## src/rtl/mult2x2_seq_ctrl.sv

```systemverilog
// Sequential WIDTH x WIDTH unsigned multiplier that reuses an external 2x2 multiplier,
// feeding it one digit pair per cycle and summing the shifted partial products.
module mult2x2_seq_ctrl #(
   parameter int WIDTH = 8
) (
   input  logic                 clk,
   input  logic                 rst_n,
   input  logic                 in_valid,
   output logic                 in_ready,
   input  logic [WIDTH-1:0]     a_in,
   input  logic [WIDTH-1:0]     b_in,
   output logic                 out_valid,
   input  logic                 out_ready,
   output logic [2*WIDTH-1:0]   product,
   output logic                 busy,
   output logic [1:0]           mul_a,
   output logic [1:0]           mul_b,
   input  logic [3:0]           mul_p
);

   localparam int N  = WIDTH / 2;
   localparam int IW = (N > 1) ? $clog2(N) : 1;
   localparam logic [IW-1:0] LAST_IDX = IW'(N - 1);

   typedef enum logic [1:0] {
      IDLE = 2'd0,
      BUSY = 2'd1,
      DONE = 2'd2
   } state_t;

   state_t                state_r;
   logic [WIDTH-1:0]      a_r;
   logic [WIDTH-1:0]      b_r;
   logic [2*WIDTH-1:0]    acc_r;
   logic [IW-1:0]         i_r;
   logic [IW-1:0]         j_r;

   logic [IW:0]           sum_s;
   logic [2*WIDTH-1:0]    pp_s;
   logic [2*WIDTH-1:0]    acc_next_s;
   logic [IW-1:0]         i_inc_s;
   logic [IW-1:0]         j_inc_s;
   logic [1:0]            a_dig_s;
   logic [1:0]            b_dig_s;

   // Partial-product alignment and the digits presented on the next BUSY cycle.
   always_comb begin
      sum_s      = (IW+1)'(i_r) + (IW+1)'(j_r);
      pp_s       = (2*WIDTH)'(mul_p) << {sum_s, 1'b0};
      acc_next_s = acc_r + pp_s;
      i_inc_s    = i_r + IW'(1'b1);
      j_inc_s    = j_r + IW'(1'b1);
      a_dig_s    = 2'(a_r >> {i_inc_s, 1'b0});
      b_dig_s    = 2'(b_r >> {j_inc_s, 1'b0});
   end

   // Control FSM with registered handshake, status and multiplier-digit outputs.
   always_ff @(posedge clk or negedge rst_n) begin
      if (!rst_n) begin
         state_r   <= IDLE;
         a_r       <= '0;
         b_r       <= '0;
         acc_r     <= '0;
         i_r       <= '0;
         j_r       <= '0;
         in_ready  <= 1'b1;
         out_valid <= 1'b0;
         busy      <= 1'b0;
         product   <= '0;
         mul_a     <= 2'b00;
         mul_b     <= 2'b00;
      end else begin
         case (state_r)
            IDLE: begin
               if (in_valid) begin
                  a_r      <= a_in;
                  b_r      <= b_in;
                  acc_r    <= '0;
                  i_r      <= '0;
                  j_r      <= '0;
                  mul_a    <= a_in[1:0];
                  mul_b    <= b_in[1:0];
                  in_ready <= 1'b0;
                  busy     <= 1'b1;
                  state_r  <= BUSY;
               end else begin
                  mul_a    <= 2'b00;
                  mul_b    <= 2'b00;
                  in_ready <= 1'b1;
               end
            end
            BUSY: begin
               acc_r <= acc_next_s;
               if ((i_r == LAST_IDX) && (j_r == LAST_IDX)) begin
                  product   <= acc_next_s;
                  out_valid <= 1'b1;
                  mul_a     <= 2'b00;
                  mul_b     <= 2'b00;
                  state_r   <= DONE;
               end else if (j_r == LAST_IDX) begin
                  // j wraps: advance the A digit and restart B at its lowest digit
                  i_r   <= i_inc_s;
                  j_r   <= '0;
                  mul_a <= a_dig_s;
                  mul_b <= b_r[1:0];
               end else begin
                  j_r   <= j_inc_s;
                  mul_b <= b_dig_s;
               end
            end
            DONE: begin
               if (out_ready) begin
                  out_valid <= 1'b0;
                  busy      <= 1'b0;
                  in_ready  <= 1'b1;
                  state_r   <= IDLE;
               end else begin
                  out_valid <= 1'b1;
               end
            end
            default: begin
               out_valid <= 1'b0;
               busy      <= 1'b0;
               in_ready  <= 1'b1;
               mul_a     <= 2'b00;
               mul_b     <= 2'b00;
               state_r   <= IDLE;
            end
         endcase
      end
   end

endmodule

```

## config.mk

```make
export PLATFORM = sky130hd
export DESIGN_NAME = mult2x2_seq_ctrl
export DESIGN_NICKNAME = d
export VERILOG_FILES = /design/src/rtl/mult2x2_seq_ctrl.sv
export SDC_FILE = /design/constraint.sdc
export NUM_CORES = 1
export LEC_CHECK = 0
export BUFFER_PORTS_ARGS = -buffer_cell sky130_fd_sc_hd__buf_2
export CAP_MARGIN = 0
export CORE_MARGIN = 5
export CORE_UTILIZATION = 62
export DETAILED_ROUTE_END_ITERATION = 10
export PLACE_DENSITY = 0.88
export SLEW_MARGIN = 20
export SYNTH_ARGS = -nofsm -noshare
export SYNTH_HDL_FRONTEND = slang
export SYNTH_SLANG_ARGS = --single-unit
```

## constraint.sdc

```tcl
create_clock -name clk -period 5.6 [get_ports clk]
set_input_delay 1.12 -clock clk [delete_from_list [all_inputs] [get_ports clk]]
set_output_delay 1.12 -clock clk [all_outputs]
set_load 0.02 [all_outputs]
```

# Word-level counts from Yosys, hierarchy flattened
# Cells that the tools add are included.
[word_totals]
regBits = 61
in_bits = 24
out_inout_bits = 23
word_cells = 75
[classes]
addsub = 4
n_eq_ne = 10
shift = 3
muxes = 30
n_bitwise = 3
n_reduce_logical = 13
[op_table]
columns = ["cell", "n"]
rows = [
  ["16-bit one-hot mux with 2 select lines", 1],
  ["2-bit 2-to-1 mux", 14],
  ["2-bit one-hot mux with 3 select lines", 3],
  ["16-bit adder", 1],
  ["16-bit 2-to-1 mux", 1],
  ["4-bit by 4-bit << shifter with 16-bit output", 1],
  ["8-bit by 3-bit >> shifter with 2-bit output", 2],
  ["2-bit AND reduction", 6],
  ["2-bit != test, second input constant", 5],
  ["1-bit one-hot mux with 3 select lines", 3],
  ["3-bit AND reduction", 3],
  ["2-bit one-hot mux with 2 select lines", 2],
  ["2-bit equality test, second input constant", 3],
  ["1-bit 2-to-1 mux", 6],
  ["2-bit by 1-bit adder with 2-bit output, second input constant", 2],
  ["4-bit AND reduction", 1],
  ["2-bit by 2-bit adder with 3-bit output", 1],
  ["3-bit != test, second input constant", 1],
  ["1-bit inverter", 3],
  ["2-bit by 1-bit equality test with 1-bit output, second input constant", 1],
  ["2-bit logical NOT", 1],
  ["2-bit nonzero test", 1],
  ["1-bit logical AND", 1],
]

# Logic depth before layout (Yosys ltp)
[logic_depth]
ltp_word = 5
ltp_mapped = 15

# Worst setup path before layout
# OpenSTA, ideal clock, no wires.
[synth_timing]
path_kind = "reg2reg"
startpoint = "register i_r[0]"
endpoint = "register product[14]"
setup_time_ns = 0.124
t_arrival_ns = 3.188
path_slack_ns = 2.288
stages_incl_launch_ff = 15
path_buffers = 2
period_less_slack_ns = 3.312
path_cell_list = "dfrtp_1 -> ha_1 -> inv_1 -> fa_1 -> clkbuf_1 -> nor2_1 -> a31oi_1 -> nor2b_1 -> ha_1 -> buf_6 -> a211o_1 -> a31oi_2 -> nor3_1 -> a211o_1 -> a211o_1"
[synth_between]
elab_chain_cells = 3
[synth_lines]
columns = ["element", "line_no", "text"]
rows = [
  ["from (decl)", "35", "logic [IW-1:0] i_r;"],
  ["from (signal assigned)", "102", "i_r <= i_inc_s;"],
  ["2-bit by 2-bit adder with 3-bit output or 2-bit equality test (tied branches)", "48, 94", ""],
  ["4-bit by 4-bit << shifter with 16-bit output or 1-bit logical AND (tied branches)", "49, 94", ""],
  ["16-bit adder or 2-bit AND reduction (tied branches)", "-", ""],
  ["to (signal assigned)", "95", "product <= acc_next_s;"],
  ["to (decl)", "14", "output logic [2*WIDTH-1:0] product,"],
]
# Several ways; a longest one is shown, not always the timed one.
# A chain may end at the register's enable or synchronous reset.

# Worst setup path in the final report
[layout_timing]
startpoint = "register j_r[0]"
endpoint = "register product[14]"
[layout_between]
elab_chain_cells = 3
[layout_lines]
columns = ["element", "line_no", "text"]
rows = [
  ["from (decl)", "36", "logic [IW-1:0] j_r;"],
  ["from (signal assigned)", "107", "j_r <= j_inc_s;"],
  ["2-bit by 2-bit adder with 3-bit output or 2-bit equality test (tied branches)", "48, 94", ""],
  ["4-bit by 4-bit << shifter with 16-bit output or 1-bit logical AND (tied branches)", "49, 94", ""],
  ["16-bit adder or 2-bit AND reduction (tied branches)", "-", ""],
]
# Several ways; a longest one is shown, not always the timed one.

==> flow_metrics.tcl <==
set metrics [dict create \
    drt_wl_total_mm 8.32 \
    final_max_slew_viol_count 0 \
    critical_path_class "flop to flop" \
    postCtsSetupBuffers 0 \
    synth_area_leaders "dfrtp_1 (43%), ha_1 (7.5%), nand2_1 (5.7%), o21ai_0 (5.4%), mux2_2 (5.1%)" \
    post_cts_resized 0 \
    die_area_um2 7260 \
    ys_seq_area_frac 0.436 \
    synth_top_cell_area_share 0.428 \
    hold_viol_final 0 \
    synth.distinct_cells 47 \
    clkTransAtPathRegs_ps 70 \
    hold_buffers 0 \
    crit_fanout 11 \
    p_leak_nw 1.83 \
    die_h_um 85.2 \
    tightestPinTransition_ps 873 \
    tns_ps 0 \
    grt_antenna_before_repair 0 \
    vias_per_cell 5.95 \
    fin_skew_ps 11.2 \
    end_kind "flop" \
    yosysMostFrequentCell "dfrtp_1" \
    drive_above_1_share 0.213 \
    area_delta_synth_final_pct 12.9 \
    cp-start-kind "flop" \
    ys.flop_type "dfrtp_1" \
    crit_required_ps 5840 \
    hold_class "flop to flop" \
    insertion_delay_ps 350 \
    yosys_warnings 0 \
    wl_per_cell_um 16.9 \
    setup_violations 0 \
    synth.avg_cell_area_um2 9.37 \
    design.core.area_um2 5510 \
    initialDrtViolationCount 188 \
    rsz0062_at_grt "no" \
    route.detailed.drc 0 \
    finalNetCount 464 \
    die_w_um 85.2 \
    status "completed" \
    ant_nets 0 \
    ir_worst_vdd_mv 0.427 \
    relSlewSlack 0.418 \
    rows 27 \
    initial_core_util 0.637 \
    yosys-top-cells-count "dfrtp_1 (60), nand2_1 (53), o21ai_0 (38)" \
    cts_sinks 61 \
    cap_viol_max_count 0 \
    htree_levels 3 \
    ys_ff_latch 61 \
    cts_tree "done" \
    pwr_density_cell_nw_per_um2 479 \
    grt_max_degree 62 \
    synth_edf_count 0 \
    hold-worst-slack_ps 470 \
    gp_congestion 0.927 \
    ioPinCount 47 \
    numCtsBuffers 9 \
    diodes 0 \
    root_buffer "clkbuf_8" \
    async_reset_ff_frac 1.00 \
    grt_pass1_vias 2978 \
    synth_nets 421 \
    drtPass1Iterations 4 \
    critPathArrivalTime_ps 3880 \
    clockBufferDepth 2 \
    grt_pass1_wl_mm 14.0 \
    vias 2940 \
    syn-instance-count 374 \
    fmax_mhz 274 \
    track_usage 0.242 \
    grt-ovfl-total 0 \
    netlist_area_um2 3510 \
    finalCritPeriodShare 0.651 \
    fin_crit_ps 3650 \
    dp_hpwl_mm 5.84 \
    yosysTopAreaCell "dfrtp_1" \
    portBuffers 46 \
]
==> metrics by stage <==
step	cells	cell area, µm²	setup slack, ps	utilization	power [mW]
floorplan	374	3510	2290	-	1.31
finish	494	3960	1950	0.719	1.90
CTS	494	3950	2000	0.718	1.89
global route	494	3960	1620	0.719	2.04
detailed placement	478	3770	2060	0.685	1.52
global placement	478	3770	2110	0.685	1.47
==> worst max-delay path, stage by stage, from the launching register on <==
cell and delay [ps]:
dfrtp_1 590, ha_1 220, inv_1 50, fa_1 650, nor2_1 80, a31oi_1 200, nor2b_1 80, ha_1 380
a211o_1 340, a31oi_2 240, nor3_1 90, a211o_1 350, a211o_1 280
==> flip-flops by register name (all words and copies together) (netlist names) <==
name	flops
a_r	8
acc_r	16
b_r	8
busy	1
i_r	2
in_ready	1
j_r	2
mul_a	2
mul_b	2
out_valid	1
product	16
state_r	2
==> placed cells by master (no fill, tap or decap), types with 4 or more instances in the layout <==
master | Yosys | routed
a21oi_1 | 29 | 29
a22o_1 | 4 | 4
a31oi_1 | 5 | 5
and3_1 | 5 | 5
buf_2 | 1 | 46
clkbuf_8 | 0 | 9
dfrtp_1 | 60 | 60
ha_1 | 21 | 21
inv_1 | 12 | 12
mux2_2 | 16 | 16
mux2i_1 | 4 | 4
nand2_1 | 53 | 53
nand2b_1 | 9 | 9
nand3_1 | 7 | 6
nor2_1 | 33 | 33
nor3_1 | 5 | 5
o21ai_0 | 38 | 38
xnor2_1 | 5 | 5
xor2_1 | 8 | 8
==> area by class of cell <==
cell class / count / area, µm²
clock buffers: 9 / 124
clock inverters: 7 / 57.6
fillers: 427 / 1550
inverters: 12 / 45.0
multi-input cells: 285 / 1870
flip-flops and latches: 61 / 1530
well taps: 72 / 90.1
repair buffers: 48 / 245
==> layer usage <==
layer	GRT usage	share of wire	vias to the layer above
met3	0.0641	0.066	17
li1	-	-	1415
met1	0.331	0.45	1409
met5	0	0	-
met2	0.374	0.47	99
met4	0.0820	0.013	0
==> power breakdown <==
part | internal (mW) | switching, mW
logic | 0.351 | 0.522
registers | 0.569 | 0.0889
clock network | 0.165 | 0.201
==> worst paths after layout <==
path	slack (ps)	depth (start not counted)	from	endpoint
max in group asynchronous	4160	2	rst_n	acc_r[9]
min	470	2	product[0]	product[0]
max reg2reg	1950	12	j_r[0]	product[14]
min in group asynchronous	930	2	rst_n	a_r[5]
min reg2reg	470	2	product[0]	product[0]
max	1950	12	j_r[0]	product[14]
==> cells by family after synthesis <==
family,after synthesis,synth area share
buf+inv,28,0.0325
xor+xnor,13,0.0325
simple gates,122,0.153
fa+ha+maj,23,0.0864
compound gates,105,0.184
flops,61,0.436
mux,22,0.0757
(Power assumes the default switching activity.)
